File: config.mk
export PLATFORM = sky130hd
export DESIGN_NAME = hazard_ctrl
export DESIGN_NICKNAME = d
export VERILOG_FILES = /design/src/rtl/hazard_ctrl.sv
export SDC_FILE = /design/constraint.sdc
export NUM_CORES = 1
export LEC_CHECK = 0
export ABC_AREA = 1
export ABC_CLOCK_PERIOD_IN_PS = 1700
export CAP_MARGIN = 20
export CORE_ASPECT_RATIO = 0.9
export CORE_MARGIN = 10
export CORE_UTILIZATION = 45
export DETAILED_ROUTE_END_ITERATION = 8
export GPL_TIMING_DRIVEN = 0
export PLACE_DENSITY = 0.77
export SYNTH_ARGS = -nofsm -noshare
export SYNTH_HDL_FRONTEND = slang
export SYNTH_SLANG_ARGS = --single-unit
export TNS_END_PERCENT = 30
File: constraint.sdc
create_clock -name clk -period 1.7 [get_ports clk]
set_input_delay 0.17 -clock clk [delete_from_list [all_inputs] [get_ports clk]]
set_output_delay 0.17 -clock clk [all_outputs]
set_load 0.05 [all_outputs]
File: src/rtl/hazard_ctrl.sv
// Pipeline hazard controller: load-use stalls, MEM-resolved branch squashes
// and multi-cycle mult/div occupancy of EX.
module hazard_ctrl #(
  parameter int MD_LATENCY = 32
) (
  input  logic        clk,
  input  logic        rst,
  input  logic [4:0]  id_rs,
  input  logic [4:0]  id_rt,
  input  logic        id_use_rs,
  input  logic        id_use_rt,
  input  logic        ex_mem_read,
  input  logic [4:0]  ex_rt,
  input  logic        ex_md_start,
  input  logic        mem_branch_taken,
  output logic        pc_en,
  output logic        if_id_en,
  output logic        id_ex_en,
  output logic        if_id_flush,
  output logic        id_ex_bubble,
  output logic        ex_mem_bubble,
  output logic        md_unit_start,
  output logic        md_done,
  output logic        md_busy,
  output logic [31:0] stall_cycles
);

  typedef enum logic {
    RUN,
    BUSY
  } state_t;

  state_t     state;
  state_t     state_nxt;
  logic [5:0] cnt;
  logic [5:0] cnt_nxt;
  logic       lu_hit;

  assign lu_hit = ex_mem_read && (ex_rt != 5'd0) &&
                  ((id_use_rs && (id_rs == ex_rt)) ||
                   (id_use_rt && (id_rt == ex_rt)));

  always_comb begin
    pc_en         = 1'b1;
    if_id_en      = 1'b1;
    id_ex_en      = 1'b1;
    if_id_flush   = 1'b0;
    id_ex_bubble  = 1'b0;
    ex_mem_bubble = 1'b0;
    md_unit_start = 1'b0;
    md_done       = 1'b0;
    md_busy       = 1'b0;
    state_nxt     = state;
    cnt_nxt       = cnt;
    if (!rst) begin
      unique case (state)
        RUN: begin
          if (mem_branch_taken) begin
            if_id_flush   = 1'b1;
            id_ex_bubble  = 1'b1;
            ex_mem_bubble = 1'b1;
          end else if (ex_md_start) begin
            md_unit_start = 1'b1;
            pc_en         = 1'b0;
            if_id_en      = 1'b0;
            id_ex_en      = 1'b0;
            ex_mem_bubble = 1'b1;
            state_nxt     = BUSY;
            cnt_nxt       = 6'(MD_LATENCY - 1);
          end else if (lu_hit) begin
            pc_en        = 1'b0;
            if_id_en     = 1'b0;
            id_ex_bubble = 1'b1;
          end
        end
        BUSY: begin
          md_busy = 1'b1;
          if (cnt > 6'd1) begin
            pc_en         = 1'b0;
            if_id_en      = 1'b0;
            id_ex_en      = 1'b0;
            ex_mem_bubble = 1'b1;
            cnt_nxt       = cnt - 6'd1;
          end else begin
            // last EX cycle: op moves on, ID may still need a load-use stall
            md_done   = 1'b1;
            state_nxt = RUN;
            cnt_nxt   = 6'd0;
            if (lu_hit) begin
              pc_en        = 1'b0;
              if_id_en     = 1'b0;
              id_ex_bubble = 1'b1;
            end
          end
        end
        default: begin
          state_nxt = RUN;
          cnt_nxt   = 6'd0;
        end
      endcase
    end
  end

  always_ff @(posedge clk) begin
    if (rst) begin
      state        <= RUN;
      cnt          <= 6'd0;
      stall_cycles <= 32'd0;
    end else begin
      state <= state_nxt;
      cnt   <= cnt_nxt;
      if (!pc_en) stall_cycles <= stall_cycles + 32'd1;
    end
  end

endmodule
# == After elaboration in Yosys (flattened, before gate mapping) ==
# Index checks and enable logic that the tools add are counted.
# totals
reg_bits,39
out_inout_bits,41
# classes
n_addsub,2
order_cmp,1
eq_ne,4
n_mux,37
n_bitwise,1
reduce_logical,7
# ops
op,count
$add 32x1->32 const B,1
$mux 1,28
$mux 6,3
$pmux 6 s2,1
$eq 5x5->1,2
$pmux 1 s2,5
$gt 6x1->1 const B,1
$sub 6x1->6 const B,1
$reduce_bool 5->1,1
$logic_and 1x1->1,4
$ne 2x2->1 const B,2
$reduce_and 2->1,1
$logic_or 1x1->1,1
$not 1->1,1

# == Logic depth before layout (Yosys ltp) ==
# logic_depth
word_depth,9
mapped_depth,12

# == Least setup slack after synthesis ==
# No wires, ideal clock.
# synth_timing
kind,register to output
start,register cnt[0]
end,output ex_mem_bubble
arrival_ps,2170
required_time_ps,1530
path_slack_ps,-640
path_stages_with_launch,7
n_path_buf,0
path_cell_list,dfxtp_1 -> inv_1 -> ha_1 -> or2_1 -> nand4_1 -> o21ai_2 -> o21ai_0
# synth_between
elab_chain_cells,4
# synth_rtl
element,line,rtl
"start, declared",35,logic [5:0] cnt;
"start signal, assigned",111,cnt <= cnt_nxt;
$gt 6x1->1,78,if (cnt > 6'd1) begin
$mux 1,78,
$pmux 1 s2,56,unique case (state)
$mux 1,55,if (!rst) begin
"end, declared",21,"output logic ex_mem_bubble,"
# Every way passes these cells.

# == Final worst setup path ==
# layout_timing
start,register cnt[1]
end,output pc_en
# layout_between
elab_chain_cells,4
# layout_rtl
element,line,rtl
$gt 6x1->1,78,
$mux 1,78,
$pmux 1 s2,56,
$mux 1,55,
"end, declared",16,"output logic pc_en,"
# Every way passes these cells.

==> summary.md <==
| Metric | Value |
|---|---|
| Outcome | `complete, but fails checks` |
| Worst-path fanout max | `4` |
| Finished Cell Area | `4000 sq um` |
| CTS Sinks | `39` |
| Synthesized area | `2740 sq um` |
| Final setup viols | `41` |
| CTS H-tree depth | `2` |
| Most common library cells after synthesis | `nand2_1 (171), nor2_1 (59), nand3_1 (44), dfxtp_1 (39), a21oi_1 (37)` |
| Net Count, Synth | `486` |
| Final Hold Viols | `0` |
| Data arrival, critical path | `1.90 ns` |
| Root buffer cell | `clkbuf_8` |
| Clock Pin Slew Worst Setup and Hold Paths | `0.08 ns` |
| Gr usage total | `0.178` |
| Tmin final | `2.07 ns` |
| Post-DP Area | `3460 sq um` |
| Iter 0 DRT Violations | `219` |
| Critical Path Start Type | `register` |
| Cells along the critical path | `inv_4, ha_4, or2_1, nand4_1, o21ai_2, nand2_4, nand2_4, buf_8, buf_6, buf_8` |
| Post-synth ARST share | `0` |
| Dpl hpwl | `6530 um` |
| Max-cap violations | `0` |
| Setup CP Type | `register to output port` |
| Pre-CTS WS | `-0.902 ns` |
| Max Slew Vio Count | `0` |
| Worst setup margin | `-0.368 ns` |
| Post-DRT Antenna Nets | `0` |
| Largest net degree at the start of global routing | `13` |
| CORE AREA | `5790 sq um` |
| Initial antenna violation count | `0` |
| Total Power | `2.34 mW` |
| Clock Path Buffers | `2` |
| Layout cells sized above 1 | `0.191` |
| N_diodes | `0` |
| Worst path max stage delay | `0.36 ns` |
| Slowest library cell on the worst path | `dfxtp_2` |
| Top-count cell post-synth | `nand2_1` |
| Vias per Instance | `5.26` |
| Worst Skew | `0.0121 ns` |
| Avg Cell Area, Syn | `5.95 sq um` |
| Top area cells in the synthesized netlist | `dfxtp_1 (28%), nand2_1 (23%), nor2_1 (8.1%), nand3_1 (8.0%), a21oi_1 (6.8%)` |
| Die area | `9620 sq um` |
| Top-area cell type share of the netlist area | `0.285` |
| Final design utilization | `0.690` |
| Part of the Yosys area used for sequential elements | `0.285` |
| Total grt overflow | `0` |
| Worst EP required | `1.53 ns` |
| First-pass GRT wire length | `13900 um` |
| Max IR drop VDD | `396 uV` |
| Wire per inst | `14.5 um` |
| Violated checks | `setup timing` |
| Most used DFF post-synth | `dfxtp_1` |
| I/O Buffers | `61` |
| Die X | `102 um` |
| Leakage | `1.75 nW` |
| Max Fclk | `484 MHz` |
| CTS tree | `yes` |
| Post-Syn Instances | `461` |
| Drt pass-1 iters | `5` |
| P per Cell Area | `587 nW/um^2` |
| FILL cells | `510` |
| Final period util | `1.22` |
| CP endpoint kind | `output port` |
| Syn-to-layout area delta | `45.8%` |
| Area leader, netlist | `dfxtp_1` |
| Total wire length | `9030 um` |
| EDFF count, synth | `0` |
| Hold_buf cts | `0` |
| Die height | `94.0 um` |
| WP buf/inv | `4` |
| Skew-Pair Late Insertion Delay | `0.30 ns` |
| CTS Buf Count | `5` |
| RSZ-0062 raised after global routing | `yes` |
| Vias in the first global route | `2903` |
| Yosys warns | `0` |
| # rows | `26` |
| Starting density of the core | `0.473` |
| #FFs+latches synth | `39` |
| Actual slew at the worst max-slew pin | `0.706 ns` |
| Placer congestion estimate | `0.969` |
| Via count | `3268` |
| Worst Hold Class | `input port to register` |
| Distinct cells, synth | `28` |
| Number of top-level pins | `63` |
| Top delay family on crit path | `simple AND/OR/NAND/NOR gates` |
| Setup TNS | `-4.94 ns` |
| Worst rel slew slack | `0.529` |
| DRC | `0` |
| Final #Nets | `575` |
## what timing repair did
| item | 4_1_cts | 5_1_grt |
|---|---|---|
| pin swaps | 4 | 30 |
| gates cloned | 0 | 4 |
| setup buffers | 12 | 7 |
| endpoints found under the setup margin | 69 | 44 |
| gates resized for setup | 106 | 47 |
## metal layers
| metal | track usage | vias up | wire, um |
|---|---|---|---|
| met2 | 0.288 | 118 | 4280 |
| met3 | 0.0405 | 12 | 698 |
| met4 | 0.0458 | 0 | 124 |
| li1 | - | 1643 | - |
| met5 | 0 | - | 0 |
| met1 | 0.232 | 1495 | 3930 |
## logic make-up after synthesis
kind of cell / Yosys count / synth area share
buf+inv: 53 / 0.0854
fa+ha+maj: 3 / 0.0137
flops: 39 / 0.285
compound gates: 46 / 0.0876
xor+xnor: 17 / 0.0543
simple gates: 303 / 0.474
## state kept, by name, indices dropped and copies added (netlist names)
signal	cells
cnt	6
stall_cycles	32
state	1
## report_power, final
group | switching [mW] | internal (mW) | leakage (nW)
combinational | 0.359 | 0.304 | 1.38
sequential | 0.0265 | 0.935 | 0.318
clock | 0.350 | 0.369 | 0.0505
## metrics by stage
stage          hold slack [ns]  instances
2_1_floorplan            0.429        461
3_3_place_gp             0.475        592
3_5_place_dp             0.481        592
4_1_cts                  0.413        612
5_1_grt                  0.531        621
6_report                 0.499        621
## cell usage in the layout, fill, tap and decap left out, drive strengths merged, types with 12 or more instances in the layout
| cell | count |
|---|---|
| clkbuf | 15 |
| nand3 | 44 |
| nand3b | 13 |
| xor2 | 12 |
| dfxtp | 39 |
| a21oi | 38 |
| inv | 37 |
| dlygate4sd2 | 28 |
| nand2 | 174 |
| buf | 35 |
| clkdlybuf4s50 | 20 |
| nor2 | 66 |
## worst min-delay path: cells and delay by family
kind | cells | cell delay, ns
buffers and inverters | 2 | 0.42
and+or+nand+nor | 2 | 0.18
## path summary, 6_finish.rpt
path	slack (ns)	from	cells past startpoint	end
worst min-delay path	0.50	rst	4	stall_cycles[1]
worst max register to register	-0.13	cnt[1]	11	stall_cycles[0]
worst min register to register	0.51	stall_cycles[30]	2	stall_cycles[30]
worst max-delay path	-0.37	cnt[1]	10	pc_en
## layout make-up
| type | count | area, sq um | share of cell area |
|---|---|---|---|
| clock inverter | 1 | 7.51 | 0.00188 |
| tap | 70 | 87.6 | 0.0219 |
| inverter | 37 | 146 | 0.0366 |
| multi-input combinational | 369 | 1880 | 0.471 |
| timing repair buffer | 82 | 853 | 0.214 |
| clock buffer | 7 | 96.3 | 0.0241 |
| sequential | 39 | 792 | 0.198 |
| buffer | 16 | 133 | 0.0332 |
No activity file was read; power rests on OpenSTA's default activity.
